[src/rtl/spi_slave_rx_if.sv]
// spi_slave_rx_if: SPI pins plus the received-word valid/ack bundle.
// The slave modport is the receiver; master is the SPI master plus consumer.
interface spi_slave_rx_if #(
  parameter int BITS = 8
);
  logic            spi_sclk;
  logic            spi_ss_n;
  logic            spi_mosi;
  logic            spi_miso;
  logic [BITS-1:0] tx_data;
  logic [BITS-1:0] rx_data;
  logic            rx_valid;
  logic            rx_ack;
  logic            overrun;
  logic            frame_err;
  logic            busy;

  modport slave (
    input  spi_sclk,
    input  spi_ss_n,
    input  spi_mosi,
    input  tx_data,
    input  rx_ack,
    output spi_miso,
    output rx_data,
    output rx_valid,
    output overrun,
    output frame_err,
    output busy
  );

  modport master (
    output spi_sclk,
    output spi_ss_n,
    output spi_mosi,
    output tx_data,
    output rx_ack,
    input  spi_miso,
    input  rx_data,
    input  rx_valid,
    input  overrun,
    input  frame_err,
    input  busy
  );
endinterface

[src/rtl/spi_slave_rx.sv]
// spi_slave_rx: mode-0 SPI slave, MSB first, with MISO reply shifter.
// SPI lines are synchronised to CLOCK_50; words leave via valid/ack.
module spi_slave_rx #(
  parameter int BITS        = 8,
  parameter int SYNC_STAGES = 2
) (
  input logic           CLOCK_50,
  input logic           reset_n,
  spi_slave_rx_if.slave bus
);

  localparam int            CW   = $clog2(BITS + 1);
  localparam logic [CW-1:0] FULL = CW'(BITS);

  typedef enum logic [1:0] {
    IDLE,
    SHIFT,
    DONE
  } state_t;

  state_t r_state;
  state_t w_state_nxt;

  logic [SYNC_STAGES:0]   r_sclk_q;
  logic [SYNC_STAGES:0]   r_ss_q;
  logic [SYNC_STAGES-1:0] r_mosi_q;

  logic w_sclk_rise;
  logic w_sclk_fall;
  logic w_ss_fall;
  logic w_ss_rise;
  logic w_ss_n;
  logic w_mosi;

  logic [CW-1:0]   r_bit_cnt;
  logic [BITS-1:0] r_rx_shift;
  logic [BITS-2:0] r_tx_shift;
  logic            r_miso;
  logic            r_busy;
  logic            r_frame_err;
  logic [BITS-1:0] r_rx_data;
  logic            r_rx_valid;
  logic            r_overrun;

  logic w_done;
  logic w_take;
  logic w_ack;

  // Synchroniser chains. SS resets to "asserted" so that a frame already
  // running when reset releases never produces a spurious ss_fall.
  always_ff @(posedge CLOCK_50 or negedge reset_n) begin
    if (!reset_n) begin
      r_sclk_q <= '0;
      r_ss_q   <= '0;
      r_mosi_q <= '0;
    end else begin
      r_sclk_q <= {r_sclk_q[SYNC_STAGES-1:0], bus.spi_sclk};
      r_ss_q   <= {r_ss_q[SYNC_STAGES-1:0], bus.spi_ss_n};
      r_mosi_q <= {r_mosi_q[SYNC_STAGES-2:0], bus.spi_mosi};
    end
  end

  assign w_ss_n      = r_ss_q[SYNC_STAGES-1];
  assign w_mosi      = r_mosi_q[SYNC_STAGES-1];
  assign w_sclk_rise = r_sclk_q[SYNC_STAGES-1] & ~r_sclk_q[SYNC_STAGES];
  assign w_sclk_fall = ~r_sclk_q[SYNC_STAGES-1] & r_sclk_q[SYNC_STAGES];
  assign w_ss_fall   = ~r_ss_q[SYNC_STAGES-1] & r_ss_q[SYNC_STAGES];
  assign w_ss_rise   = r_ss_q[SYNC_STAGES-1] & ~r_ss_q[SYNC_STAGES];

  // FSM state register.
  always_ff @(posedge CLOCK_50 or negedge reset_n) begin
    if (!reset_n) begin
      r_state <= IDLE;
    end else begin
      r_state <= w_state_nxt;
    end
  end

  // FSM next state; a completed word wins over a late SS rise.
  always_comb begin
    w_state_nxt = r_state;
    unique case (r_state)
      IDLE: begin
        if (w_ss_fall) w_state_nxt = SHIFT;
      end
      SHIFT: begin
        if (r_bit_cnt == FULL) w_state_nxt = DONE;
        else if (w_ss_rise)    w_state_nxt = IDLE;
      end
      DONE: begin
        w_state_nxt = w_ss_n ? IDLE : SHIFT;
      end
      default: w_state_nxt = IDLE;
    endcase
  end

  // Shift registers, bit counter, MISO, busy and frame error.
  // Falls only shift once a bit has been sampled in the current word, so
  // the trailing fall of a word cannot disturb the reloaded reply word.
  always_ff @(posedge CLOCK_50 or negedge reset_n) begin
    if (!reset_n) begin
      r_bit_cnt   <= '0;
      r_rx_shift  <= '0;
      r_tx_shift  <= '0;
      r_miso      <= 1'b0;
      r_busy      <= 1'b0;
      r_frame_err <= 1'b0;
    end else begin
      r_frame_err <= 1'b0;
      unique case (r_state)
        IDLE: begin
          if (w_ss_fall) begin
            r_tx_shift <= bus.tx_data[BITS-2:0];
            r_miso     <= bus.tx_data[BITS-1];
            r_bit_cnt  <= '0;
            r_busy     <= 1'b1;
          end
        end
        SHIFT: begin
          if (r_bit_cnt == FULL) begin
            r_bit_cnt <= '0;
          end else if (w_ss_rise) begin
            r_frame_err <= (r_bit_cnt != '0);
            r_bit_cnt   <= '0;
            r_busy      <= 1'b0;
            r_miso      <= 1'b0;
          end else begin
            if (w_sclk_rise) begin
              r_rx_shift <= {r_rx_shift[BITS-2:0], w_mosi};
              r_bit_cnt  <= r_bit_cnt + CW'(1);
            end
            if (w_sclk_fall && r_bit_cnt != '0) begin
              r_miso     <= r_tx_shift[BITS-2];
              r_tx_shift <= r_tx_shift << 1;
            end
          end
        end
        DONE: begin
          if (w_ss_n) begin
            r_busy <= 1'b0;
            r_miso <= 1'b0;
          end else begin
            r_tx_shift <= bus.tx_data[BITS-2:0];
            r_miso     <= bus.tx_data[BITS-1];
          end
        end
        default: ;
      endcase
    end
  end

  assign w_done = (r_state == DONE);
  assign w_ack  = bus.rx_ack & r_rx_valid;
  assign w_take = w_done & (~r_rx_valid | bus.rx_ack);

  // Holding register: accept, drop with overrun, or release on ack.
  always_ff @(posedge CLOCK_50 or negedge reset_n) begin
    if (!reset_n) begin
      r_rx_data  <= '0;
      r_rx_valid <= 1'b0;
      r_overrun  <= 1'b0;
    end else begin
      if (w_take) begin
        r_rx_data  <= r_rx_shift;
        r_rx_valid <= 1'b1;
      end else if (w_ack) begin
        r_rx_valid <= 1'b0;
      end
      if (w_done && !w_take) begin
        r_overrun <= 1'b1;
      end else if (w_ack) begin
        r_overrun <= 1'b0;
      end
    end
  end

  assign bus.spi_miso  = r_miso;
  assign bus.rx_data   = r_rx_data;
  assign bus.rx_valid  = r_rx_valid;
  assign bus.overrun   = r_overrun;
  assign bus.frame_err = r_frame_err;
  assign bus.busy      = r_busy;

endmodule

[src/flat_wrapper.sv]
// flat-port wrapper written by rule: the top's interface ports become plain ports
module spi_slave_rx_flat 
#(
  parameter int BITS        = 8,
  parameter int SYNC_STAGES = 2
)
  (CLOCK_50, reset_n, bus_spi_sclk, bus_spi_ss_n, bus_spi_mosi, bus_tx_data, bus_rx_ack, bus_spi_miso, bus_rx_data, bus_rx_valid, bus_overrun, bus_frame_err, bus_busy);
  spi_slave_rx_if #(.BITS(BITS)) bus_i ();
  input logic CLOCK_50;
  input logic reset_n;
  input wire logic [$bits(bus_i.spi_sclk)-1:0] bus_spi_sclk;
  input wire logic [$bits(bus_i.spi_ss_n)-1:0] bus_spi_ss_n;
  input wire logic [$bits(bus_i.spi_mosi)-1:0] bus_spi_mosi;
  input wire logic [$bits(bus_i.tx_data)-1:0] bus_tx_data;
  input wire logic [$bits(bus_i.rx_ack)-1:0] bus_rx_ack;
  output wire logic [$bits(bus_i.spi_miso)-1:0] bus_spi_miso;
  output wire logic [$bits(bus_i.rx_data)-1:0] bus_rx_data;
  output wire logic [$bits(bus_i.rx_valid)-1:0] bus_rx_valid;
  output wire logic [$bits(bus_i.overrun)-1:0] bus_overrun;
  output wire logic [$bits(bus_i.frame_err)-1:0] bus_frame_err;
  output wire logic [$bits(bus_i.busy)-1:0] bus_busy;
  assign bus_i.spi_sclk = bus_spi_sclk;
  assign bus_i.spi_ss_n = bus_spi_ss_n;
  assign bus_i.spi_mosi = bus_spi_mosi;
  assign bus_i.tx_data = bus_tx_data;
  assign bus_i.rx_ack = bus_rx_ack;
  assign bus_spi_miso = bus_i.spi_miso;
  assign bus_rx_data = bus_i.rx_data;
  assign bus_rx_valid = bus_i.rx_valid;
  assign bus_overrun = bus_i.overrun;
  assign bus_frame_err = bus_i.frame_err;
  assign bus_busy = bus_i.busy;
  spi_slave_rx #(.BITS(BITS), .SYNC_STAGES(SYNC_STAGES)) u_core (.CLOCK_50(CLOCK_50), .reset_n(reset_n), .bus(bus_i));
endmodule
[config.mk]
export PLATFORM = sky130hd
export DESIGN_NAME = spi_slave_rx_flat
export DESIGN_NICKNAME = d
export VERILOG_FILES = /design/src/rtl/spi_slave_rx_if.sv /design/src/rtl/spi_slave_rx.sv /design/src/flat_wrapper.sv
export SDC_FILE = /design/constraint.sdc
export NUM_CORES = 1
export LEC_CHECK = 0
export CAP_MARGIN = 20
export CORE_ASPECT_RATIO = 0.5
export CORE_MARGIN = 1
export CORE_UTILIZATION = 48
export DETAILED_ROUTE_END_ITERATION = 12
export HOLD_SLACK_MARGIN = 0.12
export PLACE_DENSITY = 0.74
export SLEW_MARGIN = 20
export SYNTH_ARGS = -nofsm -noshare
export SYNTH_HDL_FRONTEND = slang
export SYNTH_SLANG_ARGS = --single-unit
[constraint.sdc]
create_clock -name CLOCK_50 -period 1.7 [get_ports CLOCK_50]
set_input_delay 0.17 -clock CLOCK_50 [delete_from_list [all_inputs] [get_ports CLOCK_50]]
set_output_delay 0.17 -clock CLOCK_50 [all_outputs]
set_load 0.01 [all_outputs]
==> impl_metrics.toml <==
[outcome]
status = "completed"

[clocking]
clkLatencyLatePin_ns = 0.30
clkTransAtPathRegs_ns = 0.08
cts_inserted_buffers = 5
cts_tree = "yes"
clock_sinks = 42
cts_buffer_depth = 2
cts_root_buf = "clkbuf_8"
h-tree-depth = 2

[hold_path]
hp-start = "bus_spi_sclk"
hold_depth = 1
hp-class = "primary input to flip-flop"
hold_end = "u_core.r_sclk_q[0]"

[global_route]
grt_max_degree = 43
top_usage_layer = "met2"
grt_pass1_wl_um = 5750
met3_usage_pct = 7.26
grt_pass1_vias = 1240
met1_usage_pct = 23.4
track_usage_pct = 19.0
grtUsageMet2_pct = 31.4
antenna_found_initial = 0
grt_remaining_overflow = 0

[timing]
finClkSkew_ns = 0.00941
setup_viol = 0
drv_slew = 0
final-hold-violation-count = 0
relSlewSlack_pct = 65.1
finalCriticalPeriod_ns = 1.69
period_share_pct = 99.6
worstMarginPinSlew_ns = 0.524
rsz0062_at_grt = "true"
fmax_mhz = 590

[critical_path]
startpoint = "u_core.r_state[0]"
regToRegEndpoint = "u_core.r_tx_shift[0]"
reg2reg_slack_ns = 0.006
crit_path_max_fanout = 7
crit_arrival_ns = 1.88
rr_worst_depth = 5
crit_required_ns = 1.88
end_kind = "flip-flop"
r2r_start = "u_core.r_state[0]"
cp-start-kind = "flip-flop"
critPathKind = "flip-flop to flip-flop"

[logic_synthesis]
netlist_area_um2 = 1890
synth.distinct_cells = 30
seq_area_frac_synth_pct = 55.6
async_flop_share_pct = 100
synth_edf_count = 0
ys_warn_count = 0
synth_top_area_share_pct = 55.6
synth.avg_cell_area_um2 = 13.5
synth.area.top_cells = "dfrtp_1 56%, mux2_2 14%, mux2_4 5.6%"
synthCells = 140
synth-main-ff-cell = "dfrtp_1"
postSynthNetCount = 160
yosysTopAreaCell = "dfrtp_1"
ys_ff_latch = 42

[place]
placed_area_um2 = 2330
dp_hpwl_um = 2400
port_buffers = 26
place_congestion = 0.800
place_inst = 230

[die]
dieWidth_um = 90.8
num_io_pins = 27
dieArea_um2 = 4210
fp.dieH_um = 46.4
floorplan.initialDensity_pct = 52.5
fp.coreArea_um2 = 3600
rows = 15

[layout]
drive_gt1_share_pct = 39.5
nNetsFinal = 209
final_common_cell = "dfrtp_1"
nFillCells = 258
sequential_cell_area_um2 = 1050
finalNonFillerCells = 241
n_antenna_cell = 0
multiInputGateArea_um2 = 881
postLayoutCellArea_um2 = 2580
area_delta_synth_final_pct = 36.3
layout_common_cells = "41 x dfrtp_1, 25 x clkdlybuf4s50_1, 24 x mux2_2, 15 x buf_4"

[power_and_ir_drop]
irDropWorstVdd_uv = 704
p_per_area_nw_per_um2 = 1460
p_leak_nw = 1.18

[routing]
dr.pass1.iters = 4
postRouteAntennaNets = 0
wirelength_um = 3750
initialDrtViolationCount = 24
wire_per_inst_um = 15.6
viasPerCell = 5.17
vias = 1245
drc = 0

[job]
cap_violations = 0
-- worst max path at each step --
stage,to,slack (ns),cells after the start
2_1_floorplan,u_core.r_tx_shift[0],-0.04,7
3_3_place_gp,u_core.r_tx_shift[3],0.03,5
5_1_grt,u_core.r_tx_shift[0],-0.06,5
4_1_cts,u_core.r_tx_shift[0],-0.02,5
6_report,u_core.r_tx_shift[0],0.006,5
3_5_place_dp,u_core.r_tx_shift[0],-0.05,6
-- logic make-up after synthesis --
logic type,synth area share [%]
DFF,55.6
muxes,20.9
and+or+nand+nor,9.60
AOI/OAI and AO/OA,7.28
buffers and inverters,2.65
adders and majority gates,3.97
-- metrics by stage --
step	hold slack, ns	worst slack (ns)	util [%]	power, mW	setup TNS (ns)
after global routing	0.300	-0.0554	71.5	3.98	-0.330
after CTS	0.297	-0.0192	70.4	3.68	-0.0762
final	0.305	0.00621	71.5	3.76	0
after detailed placement	0.271	-0.0511	64.8	2.62	-0.305
after floorplan	-0.126	-0.0440	-	2.23	-0.308
after global placement	0.264	0.0323	64.8	2.57	0
-- worst max-delay path: stages, from the launching register on --
cell and delay [ns]:
dfrtp_2 0.45, ha_4 0.18, and4b_4 0.20, a211oi_4 0.22, nand3_4 0.20, mux2_4 0.33
-- layout make-up --
| cell class | count | area share [%] |
|---|---|---|
| Sequential cell | 42 | 40.8 |
| Multi-Input combinational cell | 87 | 34.2 |
| Timing Repair Buffer | 44 | 15.9 |
| Clock buffer | 5 | 2.67 |
| Clock inverter | 3 | 2.67 |
| Tap cell | 51 | 2.48 |
| Inverter | 9 | 1.31 |
-- cells in the mapped netlist, types with 2 or more instances --
cell type,n
a21oi_1,5
nor2b_1,4
mux2_4,7
nand2b_1,6
ha_1,6
dfrtp_1,42
a22o_1,2
mux2i_1,2
or3_1,2
o21ai_1,2
mux2_2,24
nor3b_1,2
o21ai_0,3
inv_1,9
nand2_1,8
nand3_1,2
-- routing by layer --
metal,vias to the layer above,routed length [µm],part of all wire (%)
met4,0,27,0.72
met5,-,0,0
li1,592,-,-
met2,23,1850,49
met1,628,1710,45
met3,2,170,4.5
-- timing repair --
| item | CTS | global route |
|---|---|---|
| endpoints found under the setup margin | 17 | 18 |
| buffers inserted | 3 | 0 |
| hold endpoints to repair | 42 | 0 |
| hold buffers | 1 | 0 |
| pin swaps | 2 | 4 |
| resized for setup | 7 | 13 |
-- power breakdown --
part / internal (mW) / switching (mW)
clock: 0.588 / 0.353
combinational: 0.852 / 0.584
sequential: 1.23 / 0.149
total: 2.67 / 1.09
-- registers in the layout, summed over array words and instances (netlist names) --
register and cells:
u_core.bus.rx_data 8, u_core.r_state 2, u_core.bus.overrun 1, u_core.r_ss_q 3, u_core.r_sclk_q 3, u_core.r_bit_cnt 4, u_core.bus.spi_miso 1, u_core.bus.frame_err 1
u_core.r_rx_shift 8, u_core.bus.busy 1, u_core.bus.rx_valid 1, u_core.r_tx_shift 7, u_core.r_mosi_q 2
Note: power is estimated with default switching activity, not from simulation.
